[src/rtl/fetch_unit_mo_pkg.sv]
// fetch_unit_mo_pkg -- shared types and constants for the multi-outstanding
// fetch unit.
//   EXC_ADEL / EXC_NO_EX : exception codes carried with each fetched instruction
//   EX_ENTRY_DEF         : default exception handler entry
//   ibuf_entry_t         : one instruction-buffer entry {pc, inst, excode, badvaddr}
//   fetch_st_e           : fetch control states
package fetch_unit_mo_pkg;

    localparam logic [4:0]  EXC_ADEL     = 5'h04;
    localparam logic [4:0]  EXC_NO_EX    = 5'h1f;
    localparam logic [31:0] EX_ENTRY_DEF = 32'hbfc00380;

    typedef struct packed {
        logic [31:0] pc;
        logic [31:0] inst;
        logic [4:0]  excode;
        logic [31:0] badvaddr;
    } ibuf_entry_t;

    localparam int IBUF_W = $bits(ibuf_entry_t);

    // BOOT  : first cycle out of reset, no bus request yet
    // FETCH : normal issue
    // HALT  : misaligned PC already reported, wait for a redirect
    typedef enum logic [1:0] {
        ST_BOOT  = 2'd0,
        ST_FETCH = 2'd1,
        ST_HALT  = 2'd2
    } fetch_st_e;

endpackage

[src/rtl/fetch_unit_mo_if.sv]
// fetch_unit_mo_if -- inst-SRAM-like bus between the fetch unit and memory.
//   master : fetch unit (drives req/wr/size/wstrb/addr/wdata)
//   slave  : memory     (drives addr_ok/data_ok/rdata)
// Responses return in request order.
interface fetch_unit_mo_if;
    logic        inst_sram_req;
    logic        inst_sram_wr;
    logic [1:0]  inst_sram_size;
    logic [3:0]  inst_sram_wstrb;
    logic [31:0] inst_sram_addr;
    logic [31:0] inst_sram_wdata;
    logic        inst_sram_addr_ok;
    logic        inst_sram_data_ok;
    logic [31:0] inst_sram_rdata;

    modport master (
        output inst_sram_req, inst_sram_wr, inst_sram_size, inst_sram_wstrb,
               inst_sram_addr, inst_sram_wdata,
        input  inst_sram_addr_ok, inst_sram_data_ok, inst_sram_rdata
    );

    modport slave (
        input  inst_sram_req, inst_sram_wr, inst_sram_size, inst_sram_wstrb,
               inst_sram_addr, inst_sram_wdata,
        output inst_sram_addr_ok, inst_sram_data_ok, inst_sram_rdata
    );
endinterface

[src/rtl/fetch_unit_mo_ibuf.sv]
// fetch_unit_mo_ibuf -- synchronous FIFO with flush (the fetch_ibuf block).
// Used both as the instruction buffer and as the pending-PC FIFO.
//   clk, resetn   : clock, async active-low reset
//   flush         : drop all entries (wins over push/pop)
//   push, din     : enqueue; accepted when not full, or full with a pop
//   pop, dout     : dequeue head; dout is the current head (registered storage)
//   full, empty, count : occupancy
module fetch_unit_mo_ibuf #(
    parameter int WIDTH = 32,
    parameter int DEPTH = 4
) (
    input  logic                       clk,
    input  logic                       resetn,
    input  logic                       flush,
    input  logic                       push,
    input  logic [WIDTH-1:0]           din,
    input  logic                       pop,
    output logic [WIDTH-1:0]           dout,
    output logic                       full,
    output logic                       empty,
    output logic [$clog2(DEPTH+1)-1:0] count
);
    localparam int AW = (DEPTH > 1) ? $clog2(DEPTH) : 1;
    localparam int CW = $clog2(DEPTH + 1);

    logic [WIDTH-1:0] mem [DEPTH];
    logic [AW-1:0]    rd_ptr, wr_ptr;
    logic             do_push, do_pop;

    // Depth need not be a power of two, so wrap explicitly.
    function automatic logic [AW-1:0] ptr_inc(input logic [AW-1:0] p);
        return (32'(p) == DEPTH - 1) ? '0 : p + AW'(1);
    endfunction

    assign empty   = (count == '0);
    assign full    = (count == CW'(DEPTH));
    assign do_pop  = pop && !empty;
    assign do_push = push && (!full || do_pop);
    assign dout    = mem[rd_ptr];

    always_ff @(posedge clk or negedge resetn) begin
        if (!resetn) begin
            rd_ptr <= '0;
            wr_ptr <= '0;
            count  <= '0;
        end else if (flush) begin
            rd_ptr <= '0;
            wr_ptr <= '0;
            count  <= '0;
        end else begin
            if (do_push) wr_ptr <= ptr_inc(wr_ptr);
            if (do_pop)  rd_ptr <= ptr_inc(rd_ptr);
            case ({do_push, do_pop})
                2'b10:   count <= count + CW'(1);
                2'b01:   count <= count - CW'(1);
                default: count <= count;
            endcase
        end
    end

    // Storage needs no reset; occupancy is tracked by count.
    always_ff @(posedge clk) begin
        if (do_push && !flush) mem[wr_ptr] <= din;
    end

endmodule

[src/rtl/fetch_unit_mo.sv]
// fetch_unit_mo -- IF stage with up to MAX_OUTSTANDING in-flight inst-SRAM
// requests and an IBUF_DEPTH instruction buffer decoupling fetch from ID.
// Optional macro FETCH_PERF_CNT_EN adds perf_fetched / perf_bubble counters.
//   clk, resetn                  : clock, async active-low reset
//   ds_allowin                   : ID accepts the buffer head this cycle
//   br_valid/br_taken/br_target  : branch resolution from ID
//   br_stall                     : hold new requests
//   ex_flush / eret_flush/cp0_epc: redirects committed in WB
//   fs_to_ds_*                   : head of the instruction buffer to ID
//   bus                          : inst-SRAM-like master port
module fetch_unit_mo
    import fetch_unit_mo_pkg::*;
#(
    parameter logic [31:0] RESET_PC        = 32'hbfc00000,
    parameter logic [31:0] EX_ENTRY        = EX_ENTRY_DEF,
    parameter int          MAX_OUTSTANDING = 2,
    parameter int          IBUF_DEPTH      = 4
) (
    input  logic        clk,
    input  logic        resetn,
    input  logic        ds_allowin,
    input  logic        br_valid,
    input  logic        br_taken,
    input  logic [31:0] br_target,
    input  logic        br_stall,
    input  logic        ex_flush,
    input  logic        eret_flush,
    input  logic [31:0] cp0_epc,
    output logic        fs_to_ds_valid,
    output logic [31:0] fs_to_ds_pc,
    output logic [31:0] fs_to_ds_inst,
    output logic [4:0]  fs_to_ds_excode,
    output logic [31:0] fs_to_ds_badvaddr,
`ifdef FETCH_PERF_CNT_EN
    output logic [31:0] perf_fetched,
    output logic [31:0] perf_bubble,
`endif
    fetch_unit_mo_if.master bus
);
    localparam int OW = $clog2(MAX_OUTSTANDING + 1);
    localparam int CW = $clog2(IBUF_DEPTH + 1);

    fetch_st_e   state, state_nxt;
    logic [31:0] fetch_pc, redirect_pc, pend_pc;
    logic [OW-1:0] outstanding, cancel_cnt;
    logic [CW-1:0] ibuf_count;
    logic        redirect, accept, resp_keep, adel_push;
    logic        ibuf_push, ibuf_pop, ibuf_full, ibuf_empty;
    logic        pend_full, pend_empty;
    ibuf_entry_t ibuf_din, ibuf_head;

    // Redirect priority: exception > ERET > taken branch.
    always_comb begin
        redirect    = 1'b1;
        redirect_pc = br_target;
        if (ex_flush)                  redirect_pc = EX_ENTRY;
        else if (eret_flush)           redirect_pc = cp0_epc;
        else if (br_valid && br_taken) redirect_pc = br_target;
        else                           redirect    = 1'b0;
    end

    // Issue only if every in-flight response is guaranteed an IBUF slot.
    assign bus.inst_sram_req = (state == ST_FETCH) && !br_stall && !redirect &&
                               !pend_full && (fetch_pc[1:0] == 2'b00) &&
                               (int'(ibuf_count) + int'(outstanding) < IBUF_DEPTH);
    assign bus.inst_sram_wr    = 1'b0;
    assign bus.inst_sram_size  = 2'b10;
    assign bus.inst_sram_wstrb = 4'h0;
    assign bus.inst_sram_addr  = {fetch_pc[31:2], 2'b00};
    assign bus.inst_sram_wdata = 32'h0;

    assign accept    = bus.inst_sram_req && bus.inst_sram_addr_ok;
    // Responses arriving in a redirect cycle are already stale.
    assign resp_keep = bus.inst_sram_data_ok && (cancel_cnt == '0) && !redirect;
    assign adel_push = (state == ST_FETCH) && (fetch_pc[1:0] != 2'b00) &&
                       pend_empty && !ibuf_full && !redirect;
    assign ibuf_push = resp_keep || adel_push;
    assign ibuf_pop  = !ibuf_empty && ds_allowin;

    always_comb begin
        if (resp_keep) ibuf_din = '{pc: pend_pc, inst: bus.inst_sram_rdata,
                                    excode: EXC_NO_EX, badvaddr: 32'h0};
        else           ibuf_din = '{pc: fetch_pc, inst: 32'h0,
                                    excode: EXC_ADEL, badvaddr: fetch_pc};
    end

    fetch_unit_mo_ibuf #(.WIDTH(32), .DEPTH(MAX_OUTSTANDING)) u_pend (
        .clk(clk), .resetn(resetn), .flush(1'b0),
        .push(accept), .din(fetch_pc), .pop(bus.inst_sram_data_ok),
        .dout(pend_pc), .full(pend_full), .empty(pend_empty), .count(outstanding)
    );

    fetch_unit_mo_ibuf #(.WIDTH(IBUF_W), .DEPTH(IBUF_DEPTH)) u_ibuf (
        .clk(clk), .resetn(resetn), .flush(redirect),
        .push(ibuf_push), .din(ibuf_din), .pop(ibuf_pop),
        .dout(ibuf_head), .full(ibuf_full), .empty(ibuf_empty), .count(ibuf_count)
    );

    always_comb begin
        state_nxt = state;
        case (state)
            ST_BOOT:  state_nxt = ST_FETCH;
            ST_FETCH: if (adel_push) state_nxt = ST_HALT;
            ST_HALT:  if (redirect)  state_nxt = ST_FETCH;
            default:  state_nxt = ST_BOOT;
        endcase
    end

    always_ff @(posedge clk or negedge resetn) begin
        if (!resetn) begin
            state      <= ST_BOOT;
            fetch_pc   <= RESET_PC;
            cancel_cnt <= '0;
        end else begin
            state <= state_nxt;
            if (redirect)    fetch_pc <= redirect_pc;
            else if (accept) fetch_pc <= fetch_pc + 32'd4;
            // Everything in flight at a redirect is stale, minus one
            // response consumed (and dropped) in this very cycle.
            if (redirect)
                cancel_cnt <= outstanding - OW'(bus.inst_sram_data_ok);
            else if (bus.inst_sram_data_ok && (cancel_cnt != '0))
                cancel_cnt <= cancel_cnt - OW'(1);
        end
    end

    assign fs_to_ds_valid    = !ibuf_empty;
    assign fs_to_ds_pc       = ibuf_empty ? 32'h0 : ibuf_head.pc;
    assign fs_to_ds_inst     = ibuf_empty ? 32'h0 : ibuf_head.inst;
    assign fs_to_ds_excode   = ibuf_empty ? 5'h0  : ibuf_head.excode;
    assign fs_to_ds_badvaddr = ibuf_empty ? 32'h0 : ibuf_head.badvaddr;

`ifdef FETCH_PERF_CNT_EN
    always_ff @(posedge clk or negedge resetn) begin
        if (!resetn) begin
            perf_fetched <= 32'h0;
            perf_bubble  <= 32'h0;
        end else begin
            if (ibuf_push)                 perf_fetched <= perf_fetched + 32'd1;
            if (ds_allowin && ibuf_empty)  perf_bubble  <= perf_bubble + 32'd1;
        end
    end
`endif

endmodule

[src/flat_wrapper.sv]
// flat-port wrapper written by rule: the top's interface ports become plain ports
module fetch_unit_mo_flat import fetch_unit_mo_pkg::*;
#(
    parameter logic [31:0] RESET_PC        = 32'hbfc00000,
    parameter logic [31:0] EX_ENTRY        = EX_ENTRY_DEF,
    parameter int          MAX_OUTSTANDING = 2,
    parameter int          IBUF_DEPTH      = 4
)
  (clk, resetn, ds_allowin, br_valid, br_taken, br_target, br_stall, ex_flush, eret_flush, cp0_epc, fs_to_ds_valid, fs_to_ds_pc, fs_to_ds_inst, fs_to_ds_excode, fs_to_ds_badvaddr, bus_inst_sram_req, bus_inst_sram_wr, bus_inst_sram_size, bus_inst_sram_wstrb, bus_inst_sram_addr, bus_inst_sram_wdata, bus_inst_sram_addr_ok, bus_inst_sram_data_ok, bus_inst_sram_rdata);
  fetch_unit_mo_if bus_i ();
  input  logic clk;
  input  logic resetn;
  input  logic ds_allowin;
  input  logic br_valid;
  input  logic br_taken;
  input  logic [31:0] br_target;
  input  logic br_stall;
  input  logic ex_flush;
  input  logic eret_flush;
  input  logic [31:0] cp0_epc;
  output logic fs_to_ds_valid;
  output logic [31:0] fs_to_ds_pc;
  output logic [31:0] fs_to_ds_inst;
  output logic [4:0] fs_to_ds_excode;
  output logic [31:0] fs_to_ds_badvaddr;
  output wire logic [$bits(bus_i.inst_sram_req)-1:0] bus_inst_sram_req;
  output wire logic [$bits(bus_i.inst_sram_wr)-1:0] bus_inst_sram_wr;
  output wire logic [$bits(bus_i.inst_sram_size)-1:0] bus_inst_sram_size;
  output wire logic [$bits(bus_i.inst_sram_wstrb)-1:0] bus_inst_sram_wstrb;
  output wire logic [$bits(bus_i.inst_sram_addr)-1:0] bus_inst_sram_addr;
  output wire logic [$bits(bus_i.inst_sram_wdata)-1:0] bus_inst_sram_wdata;
  input wire logic [$bits(bus_i.inst_sram_addr_ok)-1:0] bus_inst_sram_addr_ok;
  input wire logic [$bits(bus_i.inst_sram_data_ok)-1:0] bus_inst_sram_data_ok;
  input wire logic [$bits(bus_i.inst_sram_rdata)-1:0] bus_inst_sram_rdata;
  assign bus_inst_sram_req = bus_i.inst_sram_req;
  assign bus_inst_sram_wr = bus_i.inst_sram_wr;
  assign bus_inst_sram_size = bus_i.inst_sram_size;
  assign bus_inst_sram_wstrb = bus_i.inst_sram_wstrb;
  assign bus_inst_sram_addr = bus_i.inst_sram_addr;
  assign bus_inst_sram_wdata = bus_i.inst_sram_wdata;
  assign bus_i.inst_sram_addr_ok = bus_inst_sram_addr_ok;
  assign bus_i.inst_sram_data_ok = bus_inst_sram_data_ok;
  assign bus_i.inst_sram_rdata = bus_inst_sram_rdata;
  fetch_unit_mo #(.RESET_PC(RESET_PC), .EX_ENTRY(EX_ENTRY), .MAX_OUTSTANDING(MAX_OUTSTANDING), .IBUF_DEPTH(IBUF_DEPTH)) u_core (.clk(clk), .resetn(resetn), .ds_allowin(ds_allowin), .br_valid(br_valid), .br_taken(br_taken), .br_target(br_target), .br_stall(br_stall), .ex_flush(ex_flush), .eret_flush(eret_flush), .cp0_epc(cp0_epc), .fs_to_ds_valid(fs_to_ds_valid), .fs_to_ds_pc(fs_to_ds_pc), .fs_to_ds_inst(fs_to_ds_inst), .fs_to_ds_excode(fs_to_ds_excode), .fs_to_ds_badvaddr(fs_to_ds_badvaddr), .bus(bus_i));
endmodule
[config.mk]
export PLATFORM = sky130hd
export DESIGN_NAME = fetch_unit_mo_flat
export DESIGN_NICKNAME = d
export VERILOG_FILES = /design/src/rtl/fetch_unit_mo_pkg.sv /design/src/rtl/fetch_unit_mo_if.sv /design/src/rtl/fetch_unit_mo_ibuf.sv /design/src/rtl/fetch_unit_mo.sv /design/src/flat_wrapper.sv
export SDC_FILE = /design/constraint.sdc
export NUM_CORES = 1
export LEC_CHECK = 0
export BUFFER_PORTS_ARGS = -buffer_cell sky130_fd_sc_hd__buf_2
export CORE_ASPECT_RATIO = 0.9
export CORE_MARGIN = 1
export CORE_UTILIZATION = 25
export DETAILED_ROUTE_END_ITERATION = 10
export PLACE_DENSITY = 0.5
export SYNTH_ARGS = -nofsm -noshare
export SYNTH_HDL_FRONTEND = slang
export SYNTH_SLANG_ARGS = --single-unit
[constraint.sdc]
create_clock -name clk -period 5.25 [get_ports clk]
set_input_delay 1.575 -clock clk [delete_from_list [all_inputs] [get_ports clk]]
set_output_delay 1.575 -clock clk [all_outputs]
set_load 0.02 [all_outputs]
==> results of run 1 <==
metal layers:
| metal | wire, µm | share of wire | vias up |
|---|---|---|---|
| li1 | - | - | 5366 |
| met1 | 26700 | 0.46 | 6084 |
| met2 | 26300 | 0.46 | 401 |
| met3 | 3480 | 0.060 | 70 |
| met4 | 1090 | 0.019 | 2 |
| met5 | 13 | 0.00023 | - |
per-stage QoR:
step / cell area [µm²] / power (mW) / util
2_1_floorplan: 21700 / 5.20 / -
3_3_place_gp: 23900 / 5.48 / 0.282
3_5_place_dp: 23900 / 5.50 / 0.282
4_1_cts: 25700 / 9.33 / 0.302
5_1_grt: 25700 / 9.54 / 0.302
6_report: 25700 / 9.19 / 0.302
synthesized netlist by cell type (5+ instances only):
cell type	number	share of area
o21bai_1	32	0.011
and3_1	5	0.0014
a21oi_1	26	0.0060
nand3_1	13	0.0030
a211oi_1	5	0.0017
buf_2	25	0.0058
o22a_1	13	0.0053
nand2b_1	5	0.0014
o22ai_1	6	0.0017
mux2i_1	58	0.027
nor2_1	36	0.0063
o2bb2ai_1	5	0.0020
nand4_1	6	0.0017
and2_1	157	0.046
dfrtp_1	38	0.044
buf_4	75	0.026
nor4_1	5	0.0014
nand2_1	25	0.0043
clkbuf_1	41	0.0071
a31oi_1	21	0.0061
inv_1	22	0.0038
xnor2_1	7	0.0028
edfxtp_1	452	0.63
nor3_1	21	0.0049
mux4_2	97	0.10
dfstp_2	9	0.011
nor2b_1	7	0.0020
ha_1	11	0.0064
a2bb2oi_1	7	0.0028
o21ai_0	7	0.0016
registers in the layout (all words and copies together), names as in the netlist:
register	cells
u_core.u_pend.mem	64
u_core.u_ibuf.wr_ptr	2
u_core.u_pend.rd_ptr	1
u_core.state	2
u_core.u_ibuf.rd_ptr	2
u_core.u_ibuf.mem	388
u_core.fetch_pc	32
u_core.u_pend.wr_ptr	1
u_core.u_pend.count	2
u_core.cancel_cnt	2
u_core.u_ibuf.count	3
cell type report:
| cell class | instances | area [µm²] | share of cell area |
|---|---|---|---|
| clock buffers | 66 | 1420 | 0.0552 |
| clock inverters | 33 | 343 | 0.0134 |
| inverters | 22 | 82.6 | 0.00322 |
| multi-input cells | 671 | 6060 | 0.236 |
| flip-flops and latches | 499 | 14800 | 0.575 |
| well taps | 1133 | 1420 | 0.0552 |
| repair buffers | 269 | 1590 | 0.0618 |
cell families after synthesis:
group | count (synthesis) | synth area share
mux | 157 | 0.129
simple gates | 305 | 0.0827
fa+ha+maj | 12 | 0.00730
flops | 499 | 0.684
xor+xnor | 11 | 0.00446
compound gates | 145 | 0.0485
buf+inv | 166 | 0.0437
other cells | 2 | 0.000348
final timing paths:
kind                                              start                endpoint  cells past startpoint
worst max-delay path            u_core.u_ibuf.rd_ptr[1]      fs_to_ds_excode[0]                      4
worst min-delay path                    u_core.state[0]         u_core.state[0]                      1
worst max register to register       u_core.fetch_pc[1]  u_core.u_ibuf.count[2]                     10
worst min register to register          u_core.state[0]         u_core.state[0]                      1
max in group asynchronous                        resetn     u_core.fetch_pc[26]                      2
min in group asynchronous                        resetn      u_core.fetch_pc[8]                      1
report_power, final:
| group | internal (mW) | total, mW | switching (mW) | leakage (nW) |
|---|---|---|---|---|
| Sequential | 4.47 | 4.64 | 0.167 | 4.49 |
| Combinational | 0.310 | 0.755 | 0.445 | 3.59 |
| Clock | 2.26 | 3.79 | 1.54 | 0.860 |
==> results.tsv, run 1 <==
metric	value	unit
antenna_left	0	
core	0.0849	mm²
clkSlewWorstSetupHoldPaths	0.06	ns
worstMarginPinSlew	1.15	ns
ys_warn_count	0	
start_util	0.254	
async_reset_ff_frac	0.0942	
drc	0	
final_common_cell	edfxtp_1	
outcome	finished, final reports clean	
path_cells	buf_12 > mux4_2 > and2_1 > buf_2	
ys_types	68	
power_density	358	mW/mm²
n_fill_cell	8462	
place_inst	2594	
max_stage_delay	0.89	ns
cts_tree	yes	
fmax	0.236	GHz
first_pass_iters	5	
hold_violations	0	
routed_wl	57.6	mm
holdWs	0.498	ns
grt_max_degree	72	
ys_seq_area_frac	0.684	
setup_viol	0	
tns	0	ns
cp-start-kind	flop	
hpwl	38.3	mm
htreeDepth	2	
vdd_drop_max	267	µV
clock_path_buffers	3	
netlist_area	0.0216	mm²
grt_pass1_vias	12200	
finalCritPeriodShare	0.808	
antenna_found_initial	2	
postSynthAreaPerCell	16.6	µm²
hold_buffers	0	
pre_cts_slack	0.702	ns
synthCells	1297	
grtUsageMet1	0.182	
post_drt_wl_per_cell	21.4	µm
grtUsageTotal	0.130	
grt_use_met3	0.0292	
synth-main-ff-cell	edfxtp_1	
finalNonFillerCells	2693	
skew	0.0194	ns
path_buf_inv	2	
gp_congestion	0.785	
hold_path_class	flop to flop	
postCtsSetupBuffers	0	
io_pins	280	
rsz0062_at_grt	false	
grt_first_pass_wirelength	84.4	mm
ctsResizeCount	0	
core.rowCount	101	
end_kind	output pin	
yosys_register_bits	499	
required	3.68	ns
cts_root_buf	clkbuf_16	
diodes	0	
critical_path.max_fanout	41	
vias	11900	
io_buffer_count	238	
slew_headroom	0.236	
slew_violations	0	
worst_slack	1.01	ns
insertion_delay	0.59	ns
critPathKind	flop to output pin	
cts_made_buffers	54	
cts.sinks	499	
drive_gt1_frac	0.310	
crit_family	flip-flops	
fin_nets	1635	
grt.busiest_layer	met2	
drtIter0Drc	781	
critical_path_arrival	2.67	ns
final_cell_mix	edfxtp_1 (452), buf_2 (238), and2_1 (152)	
crit_slowest_cell	dfrtp_4	
met2_usage	0.202	
fp.dieH	281	µm
syn2layout_area_growth	18.9	%
ff2ff_setup_slack	2.34	ns
die_area	0.0875	mm²
cap_violations	0	
synth-edff-count	452	
die_w	312	µm
fin_crit	4.24	ns
gr-total-overflow	0	
routed_via_density	4.43	
power_leakage	8.94	nW
No activity file was read; power rests on OpenSTA's default activity.
==> run 2: changes to the inputs <==
--- a/config.mk
+++ b/config.mk
@@ -10,7 +10,7 @@
 export CORE_MARGIN = 1
 export CORE_UTILIZATION = 25
 export DETAILED_ROUTE_END_ITERATION = 10
-export PLACE_DENSITY = 0.5
+export PLACE_DENSITY = 0.51
 export SYNTH_ARGS = -nofsm -noshare
 export SYNTH_HDL_FRONTEND = slang
 export SYNTH_SLANG_ARGS = --single-unit
==> constraint.sdc (replaced) <==
create_clock -name clk -period 3.58 [get_ports clk]
set_input_delay 1.074 -clock clk [delete_from_list [all_inputs] [get_ports clk]]
set_output_delay 1.074 -clock clk [all_outputs]
set_load 0.02 [all_outputs]
==> run 2 against run 1 <==
  * Via count grew 0.54%
  * Clock skew is 0.0071 ns lower
  * Die area is the same
  * Non-clock buffer count rose by 23
  * Largest cell class unchanged
  * Largest power group unchanged
==> results.tsv, run 2 (synthesized netlist as in run 1, its figures left out) <==
metric	value	unit	change
finalCritPeriodShare	0.981		
clock_path_buffers	3		unchanged
postLayoutCoreUtil	0.307		was 0.302
critPathKind	flop to output pin		unchanged
vdd_drop_max	304	µV	was 267 µV
cts_root_buf	clkbuf_16		unchanged
insertion_delay	0.60	ns	was 0.59 ns
cap_violations	0		unchanged
hpwl	37.2	mm	was 38.3 mm
holdWs	0.498	ns	about the same
total_power	13.6	mW	was 9.19 mW
start_util	0.254		unchanged
cts.sinks	499		unchanged
htreeDepth	2		unchanged
top_register	u_core.u_ibuf.mem		unchanged
hold_violations	0		unchanged
outcome	finished, final reports clean		unchanged
placed_area	0.0241	mm²	was 0.0239 mm²
die_w	312	µm	unchanged
largest_reg_flops	388		unchanged
rsz0062_at_grt	true		was false
required	2.51	ns	was 3.68 ns
slew_violations	0		unchanged
drtIter0Drc	759		was 781
post_drt_wl_per_cell	21.0	µm	was 21.4 µm
pwr-share-comb	0.084		was 0.082
clkPwrFrac	0.417		was 0.413
fin_crit	3.51	ns	
fin_nets	1660		was 1,635
drive_gt1_frac	0.327		was 0.310
core	0.0849	mm²	unchanged
hold_path_class	primary input to asynchronous set/reset pin		was flop to flop
critical_path_arrival	2.44	ns	was 2.67 ns
io_pins	280		unchanged
cts_made_buffers	56		was 54
critical_path.max_fanout	61		was 41
io_buffer_count	238		unchanged
antenna_found_initial	3		was 2
final_area	0.0260	mm²	was 0.0257 mm²
grt_first_pass_wirelength	83.5	mm	was 84.4 mm
grtUsageTotal	0.129		was 0.130
core.rowCount	101		unchanged
worstMarginPinSlew	1.11	ns	was 1.15 ns
fp.dieH	281	µm	unchanged
setup_viol	0		unchanged
syn2layout_area_growth	20.6	%	was 18.9%
power_density	522	mW/mm²	was 358 mW/mm²
seq_power_share	0.499		was 0.505
grt_pass1_vias	12500		was 12,200
skew	0.0124	ns	was 0.0194 ns
gr-total-overflow	0		unchanged
first_pass_iters	5		unchanged
die_area	0.0875	mm²	unchanged
end_kind	output pin		unchanged
finalNonFillerCells	2719		was 2,693
power_leakage	9.09	nW	was 8.94 nW
switching_share	0.232		was 0.234
routed_via_density	4.41		was 4.43
clkSlewWorstSetupHoldPaths	0.06	ns	about the same
pre_cts_slack	0.134	ns	was 0.702 ns
gp_congestion	0.802		was 0.785
intPower	10.4	mW	was 7.04 mW
worst_slack	0.0686	ns	was 1.01 ns
antenna_left	0		unchanged
place_inst	2612		was 2,594
switching_power	3.15	mW	was 2.15 mW
routed_wl	57.1	mm	was 57.6 mm
slew_headroom	0.257		was 0.236
final_cell_mix	edfxtp_1 (452), buf_2 (222), and2_1 (150)		was edfxtp_1 (452), buf_2 (238), and2_1 (152)
fmax	0.285	GHz	
grt_max_degree	64		was 72
cp-start-kind	flop		unchanged
final_common_cell	edfxtp_1		unchanged
drc	0		unchanged
largest_registers	u_core.u_ibuf.mem (388), u_core.u_pend.mem (64), u_core.fetch_pc (32)		unchanged
cts_tree	yes		unchanged
tns	0	ns	unchanged
vias	12000		was 11,900
n_fill_cell	8463		was 8,462
run 2: changes by cell type in the layout (fill, tap and decap cells not counted), sizes merged:
| cell | previous run | this run |
|---|---|---|
| inv | 24 | 22 |
| diode | 0 | 1 |
| buf | 269 | 292 |
| clkinvlp | 2 | 6 |
run 2: per-layer routing:
metal | up-vias | wire length, µm | track usage
li1 | 5410 | - | -
met1 | 6133 | 25400 | 0.170
met2 | 362 | 26900 | 0.210
met3 | 80 | 3650 | 0.0318
met4 | 2 | 1140 | 0.0352
met5 | - | 8 | 0
run 2: what timing repair did:
action                                  4_1_cts  5_1_grt
hold buffers                                  0        0
endpoints found under the hold margin         0        0
gates resized for setup                      10       16
pin swaps                                     0        0
setup buffers                                 5        0
endpoints found under the setup margin       95       44
cloned                                        0        0
run 2: worst max-delay path: stages, from the launching register on:
cell and delay, ns:
dfrtp_2 0.45, or3_4 0.70, buf_12 0.31, and2_1 0.16, buf_4 0.16
run 2: area by class of cell:
| cell class | count | area (µm²) | share of cell area |
|---|---|---|---|
| Sequential cell | 499 | 14800 | 0.567 |
| Multi-Input combinational cell | 671 | 6060 | 0.233 |
| Timing Repair Buffer | 292 | 1880 | 0.0722 |
| Clock buffer | 66 | 1460 | 0.0561 |
| Tap cell | 1133 | 1420 | 0.0545 |
| Clock inverter | 35 | 355 | 0.0137 |
| Inverter | 22 | 82.6 | 0.00317 |
| Antenna cell | 1 | 2.50 | 0.0000961 |
run 2: power groups by stage:
stage	clock (mW)	combinational, mW	sequential [mW]
2_1_floorplan	0	0.875	6.75
3_3_place_gp	0	1.12	6.91
3_5_place_dp	0	1.15	6.92
4_1_cts	5.85	1.16	6.80
5_1_grt	6.07	1.25	6.81
6_report	5.67	1.13	6.78
run 2: worst paths after layout:
check                                       start                endpoint  slack, ns  cells after the start
setup / recovery           u_core.u_ibuf.count[0]   fs_to_ds_badvaddr[26]       0.07                      4
hold / removal                             resetn      u_core.fetch_pc[6]       0.50                      1
setup reg to reg           u_core.u_ibuf.count[0]  u_core.u_ibuf.count[2]       0.61                      8
hold reg to reg                   u_core.state[0]         u_core.state[0]       0.52                      1
max in group asynchronous                  resetn     u_core.fetch_pc[24]       2.39                      2
min in group clk                  u_core.state[0]         u_core.state[0]       0.52                      1
==> run 3: changes to the inputs <==
--- a/config.mk
+++ b/config.mk
@@ -10,7 +10,7 @@
 export CORE_MARGIN = 1
 export CORE_UTILIZATION = 25
 export DETAILED_ROUTE_END_ITERATION = 10
-export PLACE_DENSITY = 0.51
+export PLACE_DENSITY_LB_ADDON = 0.25
 export SYNTH_ARGS = -nofsm -noshare
 export SYNTH_HDL_FRONTEND = slang
 export SYNTH_SLANG_ARGS = --single-unit
==> run 3 against run 2 <==
  * Sequential share of layout area decreased by 0.34 points
  * Hold slack got worse by 0.015 ns
  * Wire length increased by 4.1%
  * Worst setup slack better by 0.028 ns
==> results.tsv, run 3 (synthesized netlist as in run 1, its figures left out) <==
metric	value	unit	change
skew	0.0267	ns	was 0.0124 ns
gp_congestion	0.791		was 0.802
insertion_delay	0.61	ns	was 0.60 ns
clock_path_buffers	3		unchanged
fin_crit	3.48	ns	was 3.51 ns
core	0.0849	mm²	unchanged
final_common_cell	edfxtp_1		unchanged
end_kind	output pin		unchanged
io_pins	280		unchanged
finalCritPeriodShare	0.973		was 0.981
cp.depth	4		unchanged
gr-total-overflow	0		unchanged
die_area	0.0875	mm²	unchanged
core.rowCount	101		unchanged
routed_via_density	4.41		about the same
htreeDepth	2		unchanged
grt_pass1_vias	12400		was 12,500
critPathKind	flop to output pin		unchanged
regToRegStartpoint	u_core.u_ibuf.count[2]		was u_core.u_ibuf.count[0]
hpwl	38.1	mm	was 37.2 mm
grt_max_degree	56		was 64
critical_path_arrival	2.41	ns	was 2.44 ns
max_stage_delay	0.64	ns	was 0.70 ns
switching_power	3.21	mW	was 3.15 mW
syn2layout_area_growth	21.3	%	was 20.6%
rsz0062_at_grt	true		unchanged
power_leakage	9.22	nW	was 9.09 nW
post_drt_wl_per_cell	21.7	µm	was 21.0 µm
setup_viol	0		unchanged
fp.dieH	281	µm	unchanged
drive_gt1_frac	0.331		was 0.327
vias	12100		was 12,000
critical_path.max_fanout	27		was 61
antenna_found_initial	6		was 3
fmax	0.287	GHz	was 0.285 GHz
cts_tree	yes		unchanged
crit_family	simple AND/OR/NAND/NOR gates		unchanged
io_buffer_count	238		unchanged
intPower	10.4	mW	about the same
power_density	521	mW/mm²	was 522 mW/mm²
first_pass_iters	5		unchanged
largest_registers	u_core.u_ibuf.mem (388), u_core.u_pend.mem (64), u_core.fetch_pc (32)		unchanged
critPathLaunch	u_core.u_ibuf.count[2]		was u_core.u_ibuf.count[0]
die_w	312	µm	unchanged
pwr-share-comb	0.092		was 0.084
reg2regPathDepth	8		unchanged
antenna_left	0		unchanged
hold_path_class	flop to flop		was primary input to asynchronous set/reset pin
cts_made_buffers	55		was 56
crit_slowest_cell	or3_4		unchanged
path_cells	or3_4 > buf_12 > and2_1 > buf_2		was or3_4 > buf_12 > and2_1 > buf_4
holdPathStages	1		
tns	0	ns	unchanged
slew_violations	0		unchanged
hold_violations	0		unchanged
outcome	finished, final reports clean		unchanged
clkSlewWorstSetupHoldPaths	0.06	ns	about the same
cts_root_buf	clkbuf_16		unchanged
vdd_drop_max	318	µV	was 304 µV
clkPwrFrac	0.418		was 0.417
grt_first_pass_wirelength	85.3	mm	was 83.5 mm
grtUsageTotal	0.132		was 0.129
drtIter0Drc	772		was 759
largest_reg_flops	388		unchanged
required	2.51	ns	about the same
hold_buffers	0		unchanged
holdWs	0.483	ns	was 0.498 ns
hp-start	u_core.u_pend.rd_ptr		
seq_power_share	0.490		was 0.499
slew_headroom	0.392		was 0.257
worstMarginPinSlew	0.912	ns	was 1.11 ns
fin_nets	1673		was 1,660
final_cell_mix	edfxtp_1 (452), buf_2 (238), and2_1 (152)		was edfxtp_1 (452), buf_2 (222), and2_1 (150)
top_register	u_core.u_ibuf.mem		unchanged
start_util	0.254		unchanged
postLayoutCoreUtil	0.308		was 0.307
cp-start-kind	flop		unchanged
cts.sinks	499		unchanged
drc	0		unchanged
cap_violations	0		unchanged
switching_share	0.235		was 0.232
routed_wl	59.5	mm	was 57.1 mm
path_buf_inv	2		unchanged
run 3: cell count changes in the layout (fill, tap and decap cells not counted), moves of 2 or more:
| cell | before | now |
|---|---|---|
| clkbuf_8 | 0 | 3 |
| and2_1 | 150 | 152 |
| clkinv_4 | 0 | 2 |
| buf_4 | 47 | 43 |
| clkinvlp_4 | 6 | 2 |
| and2_4 | 6 | 4 |
| buf_12 | 16 | 20 |
| diode_2 | 1 | 4 |
| buf_2 | 222 | 238 |
| buf_6 | 6 | 0 |
run 3: timing repair:
action | in CTS | in global routing
cloned | 1 | 2
endpoints found under the setup margin | 35 | 7
setup buffers | 4 | 0
gates resized for setup | 1 | 3
hold endpoints to repair | 0 | 0
run 3: stage by stage:
step / setup WS [ns] / total power [mW] / std cells / instance area, µm²
after floorplan: -0.270 / 7.62 / 1336 / 21700
after global placement: 0.137 / 8.06 / 2624 / 24200
after detailed placement: 0.146 / 8.09 / 2624 / 24200
after CTS: 0.0115 / 13.9 / 2729 / 26100
after global routing: -0.000544 / 14.2 / 2731 / 26200
final: 0.0968 / 13.6 / 2735 / 26200
run 3: power groups by stage:
stage	logic, mW	clock network, mW	registers, mW
CTS	1.29	5.90	6.69
floorplan	0.875	0	6.75
detailed placement	1.28	0	6.81
global placement	1.26	0	6.80
global route	1.38	6.07	6.71
finish	1.25	5.70	6.69
run 3: final timing paths:
| path | endpoint | slack, ns |
|---|---|---|
| worst max-delay path | fs_to_ds_excode[0] | 0.1 |
| worst min-delay path | u_core.u_pend.rd_ptr | 0.48 |
| worst max register to register | u_core.u_ibuf.count[2] | 0.76 |
| worst min register to register | u_core.u_pend.rd_ptr | 0.48 |
| max in group asynchronous | u_core.fetch_pc[29] | 2.22 |
| min in group asynchronous | u_core.cancel_cnt[1] | 0.60 |
run 3: layer usage:
metal | vias up | global-route usage | share of wire
li1 | 5451 | - | -
met4 | 2 | 0.0333 | 0.019
met1 | 6156 | 0.184 | 0.47
met2 | 393 | 0.211 | 0.46
met5 | - | 0 | 0.00013
met3 | 72 | 0.0246 | 0.055
run 3: area by class of cell:
type	instances	area (µm²)
timing repair buffer	304	2000
fill	8489	58700
antenna	4	10.0
clock inverter	32	328
tap	1133	1420
clock buffer	68	1500
sequential	499	14800
inverter	22	82.6
multi-input combinational	673	6080
